==> config.mk <==
export PLATFORM = sky130hd
export DESIGN_NAME = reg_bank4x16
export DESIGN_NICKNAME = d
export VERILOG_FILES = /design/src/rtl/reg_bank4x16_pkg.sv /design/src/rtl/reg_bank4x16_mux4way16.sv /design/src/rtl/reg_bank4x16.sv
export SDC_FILE = /design/constraint.sdc
export NUM_CORES = 1
export LEC_CHECK = 0
export CAP_MARGIN = 40
export CORE_MARGIN = 2
export CORE_UTILIZATION = 44
export DETAILED_ROUTE_END_ITERATION = 10
export GPL_ROUTABILITY_DRIVEN = 0
export GPL_TIMING_DRIVEN = 1
export MAX_ROUTING_LAYER = met4
export PLACE_DENSITY_LB_ADDON = 0.1
export SLEW_MARGIN = 30
export SYNTH_ARGS = -nofsm -noshare
export SYNTH_HDL_FRONTEND = slang
export SYNTH_SLANG_ARGS = --single-unit
==> constraint.sdc <==
create_clock -name clk -period 1.19 [get_ports clk]
set_input_delay 0.238 -clock clk [delete_from_list [all_inputs] [get_ports clk]]
set_output_delay 0.238 -clock clk [all_outputs]
set_load 0.03 [all_outputs]
==> src/rtl/reg_bank4x16_pkg.sv <==
// ----------------------------------------------------------------------------
// reg_bank4x16_pkg
//   Shared definitions for the 4x16 register bank and its read multiplexer:
//   default data width, default reset/clear value, the 2-bit entry index
//   type and a one-hot write-decode helper.
// ----------------------------------------------------------------------------
package reg_bank4x16_pkg;

    localparam int unsigned NUM_ENTRIES   = 4;
    localparam int unsigned WIDTH_DEF     = 16;
    localparam logic [15:0] RESET_VAL_DEF = 16'h0000;

    typedef logic [1:0] idx_t;

    // 1-of-4 enable: bit idx set when en is high, all zero otherwise.
    function automatic logic [NUM_ENTRIES-1:0] onehot_dec(input logic en, input idx_t idx);
        logic [NUM_ENTRIES-1:0] res;
        res = '0;
        if (en) begin
            res[idx] = 1'b1;
        end
        return res;
    endfunction

endpackage : reg_bank4x16_pkg

==> src/rtl/reg_bank4x16_mux4way16.sv <==
// ----------------------------------------------------------------------------
// mux4way16
//   Combinational 4-way word multiplexer.
//   Ports:
//     a, b, c, d : in  WIDTH  data inputs (selected by sel = 0,1,2,3)
//     sel        : in  2      select
//     out        : out WIDTH  selected word
// ----------------------------------------------------------------------------
module mux4way16
    import reg_bank4x16_pkg::*;
#(
    parameter int unsigned WIDTH = WIDTH_DEF
) (
    input  logic [WIDTH-1:0] a,
    input  logic [WIDTH-1:0] b,
    input  logic [WIDTH-1:0] c,
    input  logic [WIDTH-1:0] d,
    input  idx_t             sel,
    output logic [WIDTH-1:0] out
);

    always_comb begin
        out = a;
        unique case (sel)
            2'd0: out = a;
            2'd1: out = b;
            2'd2: out = c;
            2'd3: out = d;
            default: out = a;
        endcase
    end

endmodule : mux4way16

==> src/rtl/reg_bank4x16.sv <==
// ----------------------------------------------------------------------------
// reg_bank4x16
//   Four-entry register bank with per-entry valid bits, a direct view of every
//   entry (q0..q3, feeding mux4way16 downstream) and a one-cycle registered
//   read port.
//   Ports:
//     clk    : in  1      clock, all updates on posedge
//     rst_n  : in  1      asynchronous active-low reset
//     clr    : in  1      synchronous clear (entries <= RESET_VAL, valid <= 0)
//     we     : in  1      write enable
//     waddr  : in  2      write index
//     wdata  : in  WIDTH  write data
//     re     : in  1      read request
//     raddr  : in  2      read index
//     rdata  : out WIDTH  registered read data (holds when no read)
//     rvalid : out 1      one-cycle pulse the cycle after re
//     q0..q3 : out WIDTH  unregistered view of each entry
//     valid  : out 4      entry written since last reset/clear
// ----------------------------------------------------------------------------
module reg_bank4x16
    import reg_bank4x16_pkg::*;
#(
    parameter int unsigned      WIDTH     = WIDTH_DEF,
    parameter logic [WIDTH-1:0] RESET_VAL = WIDTH'(RESET_VAL_DEF)
) (
    input  logic                   clk,
    input  logic                   rst_n,
    input  logic                   clr,
    input  logic                   we,
    input  idx_t                   waddr,
    input  logic [WIDTH-1:0]       wdata,
    input  logic                   re,
    input  idx_t                   raddr,
    output logic [WIDTH-1:0]       rdata,
    output logic                   rvalid,
    output logic [WIDTH-1:0]       q0,
    output logic [WIDTH-1:0]       q1,
    output logic [WIDTH-1:0]       q2,
    output logic [WIDTH-1:0]       q3,
    output logic [NUM_ENTRIES-1:0] valid
);

    logic [WIDTH-1:0]       entry_q [NUM_ENTRIES];
    logic [WIDTH-1:0]       entry_d [NUM_ENTRIES];
    logic [NUM_ENTRIES-1:0] valid_q;
    logic [NUM_ENTRIES-1:0] valid_d;
    logic [WIDTH-1:0]       rdata_q;
    logic [WIDTH-1:0]       rdata_d;
    logic                   rvalid_q;
    logic                   rvalid_d;

    logic [NUM_ENTRIES-1:0] wr_en;
    logic [WIDTH-1:0]       mux_out;
    logic [WIDTH-1:0]       rd_word;

    assign wr_en = onehot_dec(we, waddr);

    // ---------------- entry storage ----------------
    // clr overrides any write in the same cycle.
    always_comb begin
        for (int unsigned i = 0; i < NUM_ENTRIES; i++) begin
            entry_d[i] = entry_q[i];
            if (clr) begin
                entry_d[i] = RESET_VAL;
            end else if (wr_en[i]) begin
                entry_d[i] = wdata;
            end
        end
    end

    always_comb begin
        valid_d = valid_q;
        if (clr) begin
            valid_d = '0;
        end else begin
            valid_d = valid_q | wr_en;
        end
    end

    for (genvar g = 0; g < NUM_ENTRIES; g++) begin : g_entry
        always_ff @(posedge clk or negedge rst_n) begin
            if (!rst_n) begin
                entry_q[g] <= RESET_VAL;
            end else begin
                entry_q[g] <= entry_d[g];
            end
        end
    end

    always_ff @(posedge clk or negedge rst_n) begin
        if (!rst_n) begin
            valid_q <= '0;
        end else begin
            valid_q <= valid_d;
        end
    end

    // ---------------- read port ----------------
    mux4way16 #(
        .WIDTH (WIDTH)
    ) u_rd_mux (
        .a   (entry_q[0]),
        .b   (entry_q[1]),
        .c   (entry_q[2]),
        .d   (entry_q[3]),
        .sel (raddr),
        .out (mux_out)
    );

    // Bypass gives the read the same post-clear/post-write value the entry
    // is about to take, so a same-cycle read is write-first.
    always_comb begin
        rd_word = mux_out;
        if (clr) begin
            rd_word = RESET_VAL;
        end else if (we && (waddr == raddr)) begin
            rd_word = wdata;
        end
    end

    always_comb begin
        rdata_d  = rdata_q;
        rvalid_d = re;
        if (re) begin
            rdata_d = rd_word;
        end
    end

    always_ff @(posedge clk or negedge rst_n) begin
        if (!rst_n) begin
            rdata_q  <= '0;
            rvalid_q <= 1'b0;
        end else begin
            rdata_q  <= rdata_d;
            rvalid_q <= rvalid_d;
        end
    end

    // ---------------- outputs ----------------
    assign q0     = entry_q[0];
    assign q1     = entry_q[1];
    assign q2     = entry_q[2];
    assign q3     = entry_q[3];
    assign valid  = valid_q;
    assign rdata  = rdata_q;
    assign rvalid = rvalid_q;

endmodule : reg_bank4x16
After elaboration in Yosys (flattened, before gate mapping)
Index checks and enable logic that the tools add are counted.

cells by class
  reduce and logical (&&, ||, !) cells = 7
  eq/ne operators = 4
  $lt $le $gt $ge = 2
  mux-type cells = 15
  bitwise logic cells = 1

operator list
  kind                                                        count
  two-way mux 16 bit                                          10
  case mux 16 bit (4 select lines)                            1
  two-way mux 4 bit                                           2
  nonzero test 2 bit                                          4
  equality test 2 bit, second input constant                  2
  OR 4 bit                                                    1
  less-than comparator 2 x 3 -> 1 bit, second input constant  1
  demux 1 bit (select 2 bit)                                  1
  equality test 2 x 1 -> 1 bit, second input constant         1
  equality test 2 bit                                         1
  >= comparator 2 x 1 -> 1 bit, second input constant         1
  logical AND 1 bit                                           2
  logical NOT 2 bit                                           1
  two-way mux 1 bit                                           1

word-level totals
  bits of input ports = 25
  bits in registers = 85
  logic and storage cells = 36
  output and inout bits = 85

Logic depth before layout (Yosys ltp)
Gate-level depths: netlist of the first run.

  depth after elaboration = 7
  depth in mapped cells = 6
  gate-level depth less buffers = 3

Modules after synthesis
Synthesis of the first run repeated with hierarchy kept, for this count alone.

unflattened totals
  cell total of the unflattened synthesis = 432
  area, all modules = 4,336.7 um2

modules (own cells, without submodules)
  module        seq. area each (um2)  area each (um2)  cells an instance  times used
  reg_bank4x16  2,127.0               3,912.5          412                1
  mux4way16     0.0                   424.2            20                 1

Worst setup path before layout of the first run
No wires, ideal clock.

  kind = input to register
  start = input port raddr[0]
  end = register rdata_q[10] (netlist: rdata[10])
  setup time = 142 ps
  buffers on the path = 2
  setup slack = -278 ps
  data required time = 1,048 ps
  stages = 5
  data arrival time = 1,326 ps
  cells stage by stage = buf_4 buf_6 mux4_2 o311ai_0 o211ai_2

between the ends
  word-level cells in the longest chain between the ends = 4
  elaborated cells on any way between the ends = 9
  classes of those cells = 4 x eq/ne; 3 x mux; 2 x reduce/logical

RTL lines
  what                                                                          line                                               RTL
  from (decl)                                                                   reg_bank4x16.sv:33                                 input idx_t raddr,
  equality test 2 bit (tied with other cells)                                   reg_bank4x16_mux4way16.sv:24                       unique case (sel)
  case mux 16 bit (4 select lines) / logical AND 1 bit (equally long branches)  reg_bank4x16_mux4way16.sv:24, reg_bank4x16.sv:116
  two-way mux 16 bit *                                                          reg_bank4x16.sv:116                                end else if (we && (waddr == raddr)) begin
  two-way mux 16 bit *                                                          reg_bank4x16.sv:114                                if (clr) begin
  to (signal assigned)                                                          reg_bank4x16.sv:134                                rdata_q <= rdata_d;
  to (decl)                                                                     reg_bank4x16.sv:47                                 logic [WIDTH-1:0] rdata_q;

Every way passes the cells marked *; elsewhere a longest branch is shown, timed or not.
A chain may end at the register's enable or synchronous reset.

Worst setup path after layout of the first run
  start = register entry_q, in the netlist q3[10]
  end = register rdata_q[10] (netlist: rdata[10])

between the ends
  word-level cells in the longest chain between the ends = 3

RTL lines
  what                               line                          RTL
  from (decl)                        reg_bank4x16.sv:43            logic [WIDTH-1:0] entry_q [NUM_ENTRIES];
  from (signal, indexed assignment)  reg_bank4x16.sv:85            entry_q[g] <= entry_d[g];
  case mux 16 bit (4 select lines)   reg_bank4x16_mux4way16.sv:24
  two-way mux 16 bit                 reg_bank4x16.sv:116
  two-way mux 16 bit                 reg_bank4x16.sv:114

No other way between the ends.

==> results.md, run 1 <==
Final layout:
- The number of filler instances in the final layout is 574.
- The post-layout instance area is 7119 µm².
- The area added between synthesis and finish is 70.16%.
- The fraction of final layout cells sized beyond drive strength 1 is 0.4921.
- The final layout net count is 656.
- The number of antenna diodes in the final layout is 0.

STA:
- The final worst-path cycle share is 1.098.
- Across all hold checks on the routed design, the worst slack comes to 345.3 ps.
- Setup repair after global routing could not meet its margin everywhere.
- The final setup violation count is 85.
- Across all setup checks in the final design, the least slack found is -116.8 ps.
- The transition at the pin with the smallest max-transition slack is 429.4 ps.
- Derived from the worst setup path, the maximum achievable clock frequency is about 770 MHz.
- The number of slew-limit violations in the final report came to 0.
- The post-route minimum period is 1307 ps.
- The final-report hold violation count was 0.
- Summed over all failing endpoints, the final setup total negative slack is -5549 ps.
- For the final database, setup skew stands at 10.76 ps.
- The worst pin sits at a relative slew slack of 0.7137.

CTS:
- The clock network latency to the later pin of the worst-skew pair is around 360 ps.
- CTS saw 85 sinks.
- The longest clock path from root to sink contains 2 buffers.
- The H-tree generated during clock tree synthesis spans 3 levels.
- Clock-pin slew was measured on the worst setup and hold paths at 90 ps.
- The TritonCTS clock tree is built.
- The tree is rooted in a sky130_fd_sc_hd__clkbuf_8.
- The number of buffers added by the clock tree synthesis step is 9.

Route:
- In the final routed layout, each cell accounts on average for 18.74 µm.
- The number of iterations in the first detailed-routing pass is 5.
- The initial DRC count is 310.
- The average vias per placed instance is 5.390.
- The DRC violation count after routing is 0.
- The final wirelength is 14,330 µm.
- Summing over every cut layer, the via total after detailed routing is 4,123.
- The count of nets left with antenna violations after detail routing is 0.

Die:
- During I/O placement, the number of pins put on the boundary was 110.
- Row generation in the floorplan step produced 35 rows.
- After floorplanning, the core was sized to cover 9240 µm².
- The die area is about 10,000 µm².
- The starting density of the core is 0.4528.
- The horizontal extent of the die is 101.5 µm.
- The floorplan step set the die height to 101.5 µm.

Synthesis:
- A synthesized cell averages 10.08 µm².
- The adder-cell share of the synthesized area is 0.
- The fraction of the mapped netlist area in compound gates is 0.1507.
- When the netlist entered floorplanning its net count stood at 440.
- Synthesis inferred 85 register bits.
- Counting distinct cell types in the post-synthesis netlist gives 27.
- Of the total synthesized cell area, the portion taken by XOR and XNOR cells is 0.01047.
- The top-area cell type share of the netlist area is 0.5084.
- Yosys mapped a number of flops with a built-in enable equal to 0.
- The biggest area contributor in the post-synthesis netlist is sky130_fd_sc_hd__dfrtp_1.
- After synthesis, the share of cell area in mux cells is 0.08971.
- The dominant cell by count in the synthesized netlist is sky130_fd_sc_hd__nand2_1.
- By count the netlist is led by sky130_fd_sc_hd__nand2_1 (128), sky130_fd_sc_hd__dfrtp_1 (85), sky130_fd_sc_hd__a21oi_1 (64).
- Sorting the synthesized cells by area gives the leading types as sky130_fd_sc_hd__dfrtp_1 (51%), sky130_fd_sc_hd__nand2_1 (11%), sky130_fd_sc_hd__a21oi_1 (7.7%), sky130_fd_sc_hd__mux4_2 (6.5%), sky130_fd_sc_hd__o311ai_0 (3.3%).
- The mapped netlist covers 4184 µm².
- The cell count after synthesis is 415.
- The Yosys step of the flow raised 0 warnings.
- After synthesis, the largest family of logic cells by area is simple AND/OR/NAND/NOR gates.
- The share of synthesized flip-flops with an asynchronous set or reset is 1.000.
- For this run, the register share of the synthesized area comes to 0.5084.
- The top flip-flop cell by instance count after synthesis is sky130_fd_sc_hd__dfrtp_1.
- The synthesized-area fraction occupied by and/or/nand/nor cells is 0.1932.

GRT:
- The total overflow left after global routing is 0.
- The maximum number of pins on one net before global-route repair is 63.
- For this run, the total global-route usage over all layers was measured as 0.3002.
- The number of antenna violations at the first check in global routing was 0.
- The first global-routing pass estimated around 23,000 µm of wire.
- The via count of the first global-routing pass is 4,201.

Pwr:
- The total internal power is approximately 5000 µW.
- The reported net switching power is 2055 µW.
- The combinational share of power is 0.225.
- For this design the static power due to leakage is between 0.003 and 0.004 µW.
- Of the total power, the share spent switching nets is 0.2923.
- The clock network power share is 0.336.
- The highest ir drop seen on vdd is approximately 0.75 mV.
- The sequential share of power is 0.439.
- Power spread over the standard cell area amounts to 987.7 nW/µm².

Worst setup path:
- At the worst endpoint, the arrival time is 1550 ps.
- The element type at the critical path start is a register.
- The required time at the worst-slack endpoint is 1440 ps.
- The startpoint identified for the worst register-to-register timing path is q3[10].
- The critical path is of the register to register type.
- The endpoint class of the critical path is a register.
- In this run the critical register-to-register path is captured at rdata[10].
- The depth of the most critical reg-to-reg path is 3.
- The setup check on the worst reg-to-reg path leaves a slack of -120 ps.
- The top fanout value on the critical path is 2.

Placement:
- During placement, the flow inserted port buffers numbering between 100 and 150.
- Summed over all nets, the half-perimeter wirelength after detailed placement is between 9000 and 10,000 µm.
- The area after detailed placement is between 6000 and 7000 µm².

Run:
- Max-cap violations in this run came to 0.

Status:
- The final reports fail on setup timing.
- The run finished, with violations left.

Worst hold path:
- The path class of the tightest hold or removal check is input port to asynchronous set/reset pin.
layout make-up:
class                   instances  area [µm²]  share of cell area
flip-flops and latches         85        2163              0.3039
multi-input cells             292        2012              0.2826
inverters                       1       3.754           0.0005272
repair buffers                242        2555              0.3589
clock inverters                 5       82.58             0.01160
clock buffers                  11       141.4             0.01986
well taps                     129       161.4             0.02267
worst max-delay path, stage by stage (launching register included):
cell	delay [ps]
sky130_fd_sc_hd__dfrtp_1	420
sky130_fd_sc_hd__mux4_2	550
sky130_fd_sc_hd__o311ai_4	110
sky130_fd_sc_hd__o211ai_2	110
layer usage:
layer  global-route usage  vias to the layer above  routed length [µm]
met5                    -                        -                   0
met4              0.07069                        0                 143
met3              0.06694                       19                1180
met2               0.4555                      197                6963
met1               0.4145                     2033                6046
li1                     -                     1874                   -
kinds of logic after synthesis:
logic type,Yosys count
XOR/XNOR,2
AO/OA/AOI/OAI,96
AND/OR/NAND/NOR,178
buffers and inverters,38
multiplexers,16
flip-flops,85
power by group through the flow:
stage	Sequential, µW	Clock, µW	Combinational [µW]
after global placement	3110	0	1330
final	3080	2370	1580
after floorplan	3330	0	427
after global routing	3090	2500	1680
after detailed placement	3120	0	1350
after CTS	3080	2370	1540
registers in the layout, indices dropped and copies added, names as in the netlist:
register  flops
valid         4
q2           16
rvalid        1
q3           16
q0           16
rdata        16
q1           16
through the flow:
stage | total power, µW | utilization | cells | setup WS (ps)
final | 7032 | 0.7705 | 765 | -116.8
after global routing | 7278 | 0.7705 | 765 | -149.1
after CTS | 6992 | 0.7595 | 758 | -102.1
after detailed placement | 4472 | 0.6577 | 731 | -751.5
after global placement | 4449 | 0.6577 | 731 | -730.3
after floorplan | 3752 | - | 415 | -197.2
layout by cell type, fill, tap and decap left out, types with 2 or more instances in the layout:
cell / instances
sky130_fd_sc_hd__buf_6: 135
sky130_fd_sc_hd__nand2_1: 128
sky130_fd_sc_hd__buf_4: 68
sky130_fd_sc_hd__a21oi_1: 64
sky130_fd_sc_hd__dfrtp_1: 56
sky130_fd_sc_hd__dfrtp_2: 29
sky130_fd_sc_hd__nand3b_1: 18
sky130_fd_sc_hd__clkdlybuf4s50_1: 17
sky130_fd_sc_hd__mux4_2: 16
sky130_fd_sc_hd__nand2b_1: 16
sky130_fd_sc_hd__buf_12: 13
sky130_fd_sc_hd__o311ai_2: 11
sky130_fd_sc_hd__o211ai_2: 10
sky130_fd_sc_hd__clkbuf_8: 10
sky130_fd_sc_hd__nor2_1: 8
sky130_fd_sc_hd__o211ai_1: 6
sky130_fd_sc_hd__o311ai_4: 4
sky130_fd_sc_hd__dlygate4sd2_1: 3
sky130_fd_sc_hd__bufinv_16: 2
sky130_fd_sc_hd__buf_2: 2
worst max-delay path by stage:
stage,to,cells after the start,start,slack [ps]
after floorplan,rdata[10],6,waddr[1],-200
after global placement,rdata[12],5,raddr[0],-730
after detailed placement,rdata[12],5,raddr[0],-750
after CTS,q1[11],2,q1[11],-100
after global routing,rdata[12],3,q1[12],-150
final,rdata[10],3,q3[10],-120
repair_timing:
action	CTS	global route
resized for setup	171	17
pin swaps	18	4
hold endpoints to repair	25	0
setup buffers	9	7
hold buffers	1	0
setup endpoints to repair	154	155
cloned	1	0
Note: power is estimated with default switching activity, not from simulation.
==> run 2, diff against run 1 <==
CTS_CLUSTER_DIAMETER = 50   (was default)
==> results of run 2 <==
Same layout as run 1: the final DEF is identical, and so are final timing and power.
==> RTL edit, RTL diff (settings of run 1) <==
Reset style: synchronous (`rst_n`), changed in 3 clocked blocks. Comments in the files are not updated.
--- a/src/rtl/reg_bank4x16.sv
+++ b/src/rtl/reg_bank4x16.sv
@@ -78,7 +78,7 @@
     end
 
     for (genvar g = 0; g < NUM_ENTRIES; g++) begin : g_entry
-        always_ff @(posedge clk or negedge rst_n) begin
+        always_ff @(posedge clk) begin
             if (!rst_n) begin
                 entry_q[g] <= RESET_VAL;
             end else begin
@@ -87,7 +87,7 @@
         end
     end
 
-    always_ff @(posedge clk or negedge rst_n) begin
+    always_ff @(posedge clk) begin
         if (!rst_n) begin
             valid_q <= '0;
         end else begin
@@ -126,7 +126,7 @@
         end
     end
 
-    always_ff @(posedge clk or negedge rst_n) begin
+    always_ff @(posedge clk) begin
         if (!rst_n) begin
             rdata_q  <= '0;
             rvalid_q <= 1'b0;
Check against the original RTL: differs if rst_n is asserted again (counterexample within 4 cycles, from zero or initial values and one cycle with rst_n low); with rst_n held inactive, the same outputs for 10 cycles.
==> RTL edit against run 1 <==
- setup slack better by 0.12 ns
- core utilization is 5.8 points lower
- design area shrank 19%
- routed wire length is 11% lower
- die area shrank 13%
- sequential cell count stayed put
- non-clock buffer count is 64 lower
- power shrank 16%
- via count shrank 10%
- clock skew increased by 0.0013 ns
- highest routed layer unchanged
- area after synthesis shrank 14%
- first-iteration DRC count is 37% lower
==> RTL edit: results (changes against run 1) <==
outcome completed (was finished, violations left); worst vdd ir 0.0005474 V (was 0.0007475 V); crit path DAT 0.95 ns (was 1.55 ns); first-pass GRT wire length 18,150 um (was 22,590 um); largest cells by area after synthesis dfxtp_1, nand2_1, mux4_2, a21oi_1, o311ai_0 (was dfrtp_1, nand2_1, a21oi_1, mux4_2, o311ai_0); DR WL met2 6022 um (was 6963 um); Wirelength per Cell 18.66 um (was 18.74 um); Clock Tree Buf Depth 2 (unchanged); Setup WS pre-CTS -0.6987 ns (was -0.7515 ns); slowest cell delay on critical path 0.34 ns (was 0.55 ns); met1 WL 5502 um (was 6046 um); Unique masters post-synth 26 (was 27); commonest cells in the netlist nand2_1, dfxtp_1, a21oi_1 (was nand2_1, dfrtp_1, a21oi_1); root buffer cell clkbuf_8 (unchanged); worst hold path type primary input to register (was primary input to asynchronous set/reset pin); Most used DFF post-synth dfxtp_1 (was dfrtp_1); clock transition at the registers of the reported paths 0.09 ns (about the same); Synth async-reset ratio 0% (was 100.0%); Placed Area 5085 um^2 (was 6077 um^2); wire length on met3 852 um (was 1180 um); All-Layer GR Usage 27.72% (was 30.02%); XOR/XNOR Fraction of Synth Area 1.007% (was 1.047%); Via density 5.451 (was 5.390); Least-Margin Pin Slew 0.2975 ns (was 0.4294 ns); vias in the first global route 3,455 (was 4,201); drt initial violations 196 (was 310); nets@finish 595 (was 656); 1st-pass router iterations 5 (unchanged); Synthesis Warnings 0 (unchanged); H-tree levels 3 (unchanged); fraction of layout cells with a size suffix above 1 43.30% (was 49.21%); Final HPWL DP 8142 um (was 9840 um); LEAKAGE 2.238 nW (was 3.115 nW); register area share after synthesis 47.22% (was 50.84%); Clock Skews 0.01208 ns (was 0.01076 ns); DR top layer met4 (unchanged); IO Port Bufs 109 (unchanged); compound-gate portion of the synthesized area 16.11% (was 15.07%); Top reg by flops entry_q; Worst path slowest cell dfxtp_2 (was mux4_2); largest net degree at the start of global routing 41 (was 63); mux cell area share after synthesis 10.00% (was 8.971%); diode count 0 (unchanged); Worst path top cell family by delay flip-flops (was multiplexers); Synthesized Nets 444 (was 440)
## RTL edit: cell count changes after synthesis, moves of 4 or more
cell,before,now
dfrtp_1,85,0
dfxtp_1,0,85
nand2_1,128,160
nand3b_1,18,2
nand2b_1,16,1
o211ai_1,6,16
o211ai_2,10,0
mux4_1,4,0
mux4_2,12,16
## RTL edit: final timing paths
check	startpoint	endpoint	slack [ns]	cells after the start
max	entry_q[3][7]	q3[7]	0.006	2
min	rst_n	rvalid	0.18	2
max reg2reg	entry_q[0][8]	rdata[8]	0.02	3
min reg2reg	entry_q[2][12]	entry_q[2][12]	0.47	2
## RTL edit: power breakdown
part,switching (mW),total [mW],internal [mW]
clock network,1.07,2.11,1.03
logic,0.496,0.886,0.390
registers,0.0323,2.92,2.89
total,1.60,5.91,4.31
## RTL edit: cell families (layout without fill, tap and decap cells)
kind of cell	Yosys count	count (layout)
compound gates	96	96
xor+xnor	2	2
buf+inv	39	195
flops	85	85
mux	16	16
simple gates	181	181
## RTL edit: timing repair
action,in CTS,in global routing
cloned,1,4
gates resized for setup,67,85
pin swaps,1,14
endpoints found under the setup margin,114,48
buffers inserted,0,1
## RTL edit: worst register-to-register path: stages (launching register included)
cell,delay (ns)
dfxtp_2,0.35
mux4_2,0.46
o311ai_0,0.12
o211ai_1,0.13
## RTL edit: layout make-up
cell class                      instances  area [um^2]
Timing Repair Buffer                  178         1898
Sequential cell                        85         1760
Multi-Input combinational cell        295         1775
Clock buffer                           11        141.4
Fill cell                             614         2323
Tap cell                              105        131.4
Inverter                                1        3.754
Clock inverter                          5        58.81
## RTL edit: per-stage QoR
step / cells / total power [mW] / setup TNS, ns
2_1_floorplan: 419 / 3.371 / -4.297
3_3_place_gp: 658 / 3.752 / -48.27
3_5_place_dp: 658 / 3.760 / -50.45
4_1_cts: 675 / 5.824 / -0.0004649
5_1_grt: 680 / 6.078 / -0.1178
6_report: 680 / 5.913 / 0
## RTL edit: per-layer routing
metal	global-route usage (%)	up-vias
met3	4.629	33
met4	7.488	0
met1	38.52	1765
li1	-	1739
met2	42.14	170
met5	-	-
